**src/rtl/pipe_ctrl_pkg.sv**
```systemverilog
// Shared types for the pipeline hazard/halt controller: FSM states,
// register-address width and the destination-tracking scoreboard entry.
package pipe_ctrl_pkg;

  localparam int REG_ADDR_W = 5;

  typedef enum logic [1:0] {
    RUN   = 2'd0,
    DRAIN = 2'd1,
    HALT  = 2'd2
  } state_e;

  typedef struct packed {
    logic                  we;
    logic [REG_ADDR_W-1:0] waddr;
  } sb_entry_t;

  // x0 is hard-wired zero, so a read of it never depends on a pending write.
  function automatic logic src_hit(input logic                  used,
                                   input logic [REG_ADDR_W-1:0] rs,
                                   input sb_entry_t             e);
    return used && (rs != '0) && e.we && (e.waddr == rs);
  endfunction

endpackage

```
**src/rtl/pipe_ctrl_sb.sv**
```systemverilog
// Destination scoreboard for EX/MEM/WB and RAW hazard detection for the
// instruction currently in ID.
module pipe_ctrl_sb
  import pipe_ctrl_pkg::*;
(
  input  logic                  clk_i,
  input  logic                  rst_ni,
  input  logic                  id_valid_i,
  input  logic [REG_ADDR_W-1:0] rs1_i,
  input  logic [REG_ADDR_W-1:0] rs2_i,
  input  logic                  rs1_used_i,
  input  logic                  rs2_used_i,
  input  sb_entry_t             push_i,
  output logic                  hazard_o
);

  // index 0 = EX, 1 = MEM, 2 = WB
  sb_entry_t [2:0] sb_q;
  sb_entry_t [2:0] sb_d;
  logic            hit;

  always_comb begin
    sb_d = {sb_q[1:0], push_i};
  end

  always_ff @(posedge clk_i or negedge rst_ni) begin
    if (!rst_ni) begin
      sb_q <= '0;
    end else begin
      sb_q <= sb_d;
    end
  end

  // WB still counts: the register file is written on the same edge ID would read it.
  always_comb begin
    hit = 1'b0;
    for (int i = 0; i < 3; i++) begin
      hit = hit | src_hit(rs1_used_i, rs1_i, sb_q[i])
                | src_hit(rs2_used_i, rs2_i, sb_q[i]);
    end
    hazard_o = id_valid_i & hit;
  end

endmodule

```
**src/rtl/pipe_ctrl.sv**
```systemverilog
// Pipeline control: RAW stall insertion, wrong-path flush on redirect, and
// ebreak/invalid-instruction drain-then-halt sequencing.
//
//   state | meaning
//   RUN   | normal issue; stalls on RAW hazard, flushes IF on redirect
//   DRAIN | sys/inv accepted; waiting for it to leave WB, front end frozen
//   HALT  | simulation must finish; only reset leaves this state
module pipe_ctrl
  import pipe_ctrl_pkg::*;
#(
  parameter int DRAIN_CYCLES = 3,
  parameter int CNT_W        = 32
) (
  input  logic                  clk,
  input  logic                  rst,
  input  logic                  id_valid,
  input  logic [REG_ADDR_W-1:0] id_rs1,
  input  logic [REG_ADDR_W-1:0] id_rs2,
  input  logic                  id_rs1_used,
  input  logic                  id_rs2_used,
  input  logic                  id_rf_we,
  input  logic [REG_ADDR_W-1:0] id_rf_waddr,
  input  logic                  id_redirect,
  input  logic                  id_sys,
  input  logic                  id_inv,
  output logic                  if_ena,
  output logic                  if_flush,
  output logic                  ex_valid,
  output logic                  halt,
  output logic                  trap_inv,
  output logic [CNT_W-1:0]      stall_cnt
);

  localparam int DRN_W = (DRAIN_CYCLES > 1) ? $clog2(DRAIN_CYCLES) : 1;

  state_e           state_q, state_d;
  logic [DRN_W-1:0] drain_q, drain_d;
  logic             trap_q, trap_d;
  logic [CNT_W-1:0] stall_q, stall_d;
  logic             hazard;
  sb_entry_t        push;

  always_comb begin
    push.we    = id_rf_we & ex_valid;
    push.waddr = id_rf_waddr;
  end

  pipe_ctrl_sb u_sb (
    .clk_i      (clk),
    .rst_ni     (rst),
    .id_valid_i (id_valid),
    .rs1_i      (id_rs1),
    .rs2_i      (id_rs2),
    .rs1_used_i (id_rs1_used),
    .rs2_used_i (id_rs2_used),
    .push_i     (push),
    .hazard_o   (hazard)
  );

  always_ff @(posedge clk or negedge rst) begin
    if (!rst) begin
      state_q <= RUN;
      drain_q <= '0;
      trap_q  <= 1'b0;
      stall_q <= '0;
    end else begin
      state_q <= state_d;
      drain_q <= drain_d;
      trap_q  <= trap_d;
      stall_q <= stall_d;
    end
  end

  always_comb begin
    state_d  = state_q;
    drain_d  = drain_q;
    trap_d   = trap_q;
    stall_d  = stall_q;
    if_ena   = 1'b0;
    if_flush = 1'b0;
    ex_valid = 1'b0;
    halt     = 1'b0;

    unique case (state_q)
      RUN: begin
        if (!id_valid) begin
          if_ena = 1'b1;
        end else if (hazard) begin
          stall_d = stall_q + CNT_W'(1);
        end else begin
          if_ena   = 1'b1;
          ex_valid = 1'b1;
          if (id_sys || id_inv) begin
            state_d = DRAIN;
            drain_d = DRN_W'(DRAIN_CYCLES - 1);
            trap_d  = id_inv & ~id_sys;
          end else if (id_redirect) begin
            if_flush = 1'b1;
          end
        end
      end
      DRAIN: begin
        if (drain_q == '0) begin
          state_d = HALT;
        end else begin
          drain_d = drain_q - DRN_W'(1);
        end
      end
      HALT: begin
        halt = 1'b1;
      end
      default: begin
        state_d = RUN;
      end
    endcase

    // Outputs must be quiet while reset is held, not just after the first edge.
    if (!rst) begin
      if_ena   = 1'b0;
      if_flush = 1'b0;
      ex_valid = 1'b0;
      halt     = 1'b0;
    end
  end

  assign trap_inv  = trap_q;
  assign stall_cnt = stall_q;

endmodule

```
**config.mk**
```make
export PLATFORM = sky130hd
export DESIGN_NAME = pipe_ctrl
export DESIGN_NICKNAME = d
export VERILOG_FILES = /design/src/rtl/pipe_ctrl_pkg.sv /design/src/rtl/pipe_ctrl_sb.sv /design/src/rtl/pipe_ctrl.sv
export SDC_FILE = /design/constraint.sdc
export NUM_CORES = 1
export LEC_CHECK = 0
export CAP_MARGIN = 20
export CORE_MARGIN = 2
export CORE_UTILIZATION = 47
export CTS_CLUSTER_SIZE = 25
export DETAILED_ROUTE_END_ITERATION = 8
export PLACE_DENSITY = 0.85
export RECOVER_POWER = 25
export SLEW_MARGIN = 20
export SYNTH_ARGS = -nofsm -noshare
export SYNTH_HDL_FRONTEND = slang
export SYNTH_SLANG_ARGS = --single-unit
```
**constraint.sdc**
```tcl
create_clock -name clk -period 2 [get_ports clk]
set_clock_uncertainty 0.15 [all_clocks]
set_input_delay 0.2 -clock clk [delete_from_list [all_inputs] [get_ports clk]]
set_output_delay 0.2 -clock clk [all_outputs]
set_load 0.05 [all_outputs]
```
==> impl_metrics.tcl <==
set metrics [dict create \
    drt_wl_total_um 8640 \
    synth_seq_area_share_pct 45.2 \
    vias_per_cell 5.58 \
    hp-class "input port to asynchronous set/reset pin" \
    rows 29 \
    max_freq_mhz 389 \
    grt_pass1_vias 2810 \
    finalMaxSlewViolations 0 \
    violations "setup timing" \
    synth-warning-count 0 \
    postRouteAntennaNets 0 \
    drt_iter0_drc 91 \
    r2r_cells 9 \
    track_usage_pct 24.4 \
    avgSynthCellArea_um2 11.9 \
    fin_crit_ps 2570 \
    p_leak_nw 2.10 \
    rrSetupSlack_ps -450 \
    ios 61 \
    fin_area_um2 4710 \
    dp_hpwl_um 5240 \
    grt_max_degree 54 \
    mostFrequentLayoutCells "52 x xor2_1, 34 x dfrtp_1, 34 x clkdlybuf4s50_1" \
    crit_arrival_ps 2220 \
    vdd_ir_drop_max_mv 0.532 \
    globalRouteMet2Util_pct 44.0 \
    use_met3_pct 4.03 \
    ys_seq_elements 55 \
    maxCapViolCount 0 \
    clock-sinks 55 \
    grt_pass1_wl_um 13900 \
    start_util_pct 48.2 \
    die_h_um 84.5 \
    via_count 2530 \
    required_ps 1650 \
    synth_cells 255 \
    worst_pin_slew_ps 732 \
    timing_worst_setup_path_type "flip-flop to output port" \
    cp_slowest_stage_delay_ps 430 \
    htree_levels 2 \
    antenna_found_initial 0 \
    area_growth_pct 54.6 \
    die_area_um2 7140 \
    busiest_layer "met2" \
    status "finished with violations" \
    core-area_um2 6310 \
    finalCritPeriodShare_pct 129 \
    r2r_end "stall_cnt[25]$_DFFE_PN0P_" \
    place.gp.congestion 0.824 \
    routedWlPerCell_um 19.1 \
    numCtsBuffers 5 \
    insertion_delay_ps 320 \
    hold_viol 0 \
    preCtsSetupSlack_ps -704 \
    power_density_nw_per_um2 541 \
    critPathLaunchType "flip-flop" \
    cp_cell_sequence "xor2_1 > nor4_2 > and3_4 > nor3_2 > o22a_2 > o211a_4 > buf_12" \
    synth_fp_nets 281 \
    ys_types 41 \
    worst_slack_ps -571 \
    port_buffers 60 \
    rsz0062_at_grt "yes" \
    setup_violations 38 \
    nNetsFinal 401 \
    crit_slowest_cell "dfrtp_1" \
    cts_buffer_depth 2 \
    post_dp_cell_area_um2 4050 \
    clk_pin_slew_ps 120 \
    drc 0 \
    drive_gt1_share_pct 39.9 \
    worstSetupEndpointType "output port" \
    crit_fanout 5 \
    dr.pass1.iters 4 \
    slew_headroom_pct 51.2 \
    layout_commonest_cell "xor2_1" \
    n_antenna_cell 0 \
    tritoncts "built" \
    reg2reg_from "u_sb.sb_d[14]$_DFF_PN0_" \
    overflow 0 \
    syn_area_um2 3040 \
    die_w_um 84.5 \
    use_met1_pct 29.5 \
    clockRootBuffer "clkbuf_8" \
]
-- area by class of cell --
type / count / area [um2]
clock buffer: 5 / 68.8
clock inverter: 3 / 27.5
fill: 410 / 1610
inverter: 10 / 37.5
multi-input combinational: 180 / 1790
sequential: 55 / 1400
tap: 77 / 96.3
timing repair buffer: 123 / 1280
-- cells in the mapped netlist (all sizes together) --
cell     instances  share of area [%]
mux2i            1               0.33
o211a            1               0.33
ha               2               0.82
a32oi            1               0.29
inv             10                1.2
and2             1               0.21
xor2            52                 15
nor4             7                1.4
clkbuf           2               0.25
o221ai           1               0.29
and4             6                1.7
nand4            8                1.6
xnor2            9                2.8
o31ai            2                1.4
nor2             4               0.49
o21ai            4               0.66
a21boi           3               0.74
a21o             1               0.25
o22a             1               0.29
a21oi           12                3.2
nand3           12                2.0
nor3b            2               0.49
a2111oi         10                7.6
nand2           15                2.3
dfrtp           55                 45
a211oi           6                1.5
and3            12                2.5
nor3             4               0.66
or4              2               0.49
mux2             1               0.49
buf              8                3.3
-- cells by family (layout without fill, tap and decap cells) --
family          count (synthesis)  count (layout)  share of synthesized area [%]
fa+ha+maj                       2               2                          0.822
xor+xnor                       61              61                           17.8
mux                             2               2                          0.822
compound gates                 42              42                           16.6
simple gates                   73              73                           14.0
buf+inv                        20             141                           4.77
flops                          55              55                           45.2
-- power by group --
part	switching, mW	total, mW	internal [mW]	leakage (nW)
clock	0.407	0.665	0.258	0.0463
combinational	0.354	0.648	0.293	1.38
sequential	0.0502	1.23	1.18	0.673
total	0.811	2.55	1.73	2.10
-- what timing repair did --
action / 4_1_cts / 5_1_grt
endpoints found under the hold margin: 2 / 0
pin swaps: 53 / 26
endpoints found under the setup margin: 41 / 45
buffers inserted: 23 / 7
gates cloned: 2 / 0
hold buffers: 1 / 0
gates resized for setup: 49 / 36
-- how the worst max path moves through the flow --
stage | start | end
after floorplan | stall_cnt[6]$_DFFE_PN0P_ | stall_cnt[17]$_DFFE_PN0P_
after global placement | id_rs1[2] | stall_cnt[18]$_DFFE_PN0P_
after detailed placement | id_rs1[4] | stall_cnt[29]$_DFFE_PN0P_
after CTS | u_sb.sb_q[12]$_DFF_PN0_ | if_ena
after global routing | u_sb.sb_d[13]$_DFF_PN0_ | if_ena
final | u_sb.sb_d[14]$_DFF_PN0_ | if_ena
-- metrics by stage --
stage | hold WS [ps] | power (mW) | TNS (ps) | utilization (%) | cells
final | 219 | 2.55 | -14190 | 74.5 | 453
after global placement | -119 | 1.81 | -22980 | 64.1 | 414
after CTS | 118 | 2.53 | -12470 | 71.8 | 448
after floorplan | -246 | 1.57 | -463 | - | 255
after global routing | 214 | 2.66 | -20150 | 74.5 | 453
after detailed placement | -118 | 1.85 | -24330 | 64.1 | 414
-- worst max-delay path, delay by kind of cell (launching register included) --
kind,cells,cell delay (ps)
flip-flops,1,430
AND/OR/NAND/NOR,3,690
AO/OA/AOI/OAI,2,480
XOR/XNOR,1,160
buffers and inverters,1,140
-- state kept, by name (all words and copies together) (netlist names) --
signal,count
u_sb.sb_q,6
u_sb.sb_d,12
drain_q,2
stall_cnt,32
trap_inv,1
state_q,2
-- layer usage --
| layer | wire, um | part of all wire (%) |
|---|---|---|
| met5 | 0 | 0 |
| met4 | 242 | 2.8 |
| met3 | 333 | 3.9 |
| met2 | 4610 | 53 |
| met1 | 3450 | 40 |
Note: power is estimated with default switching activity, not from simulation.
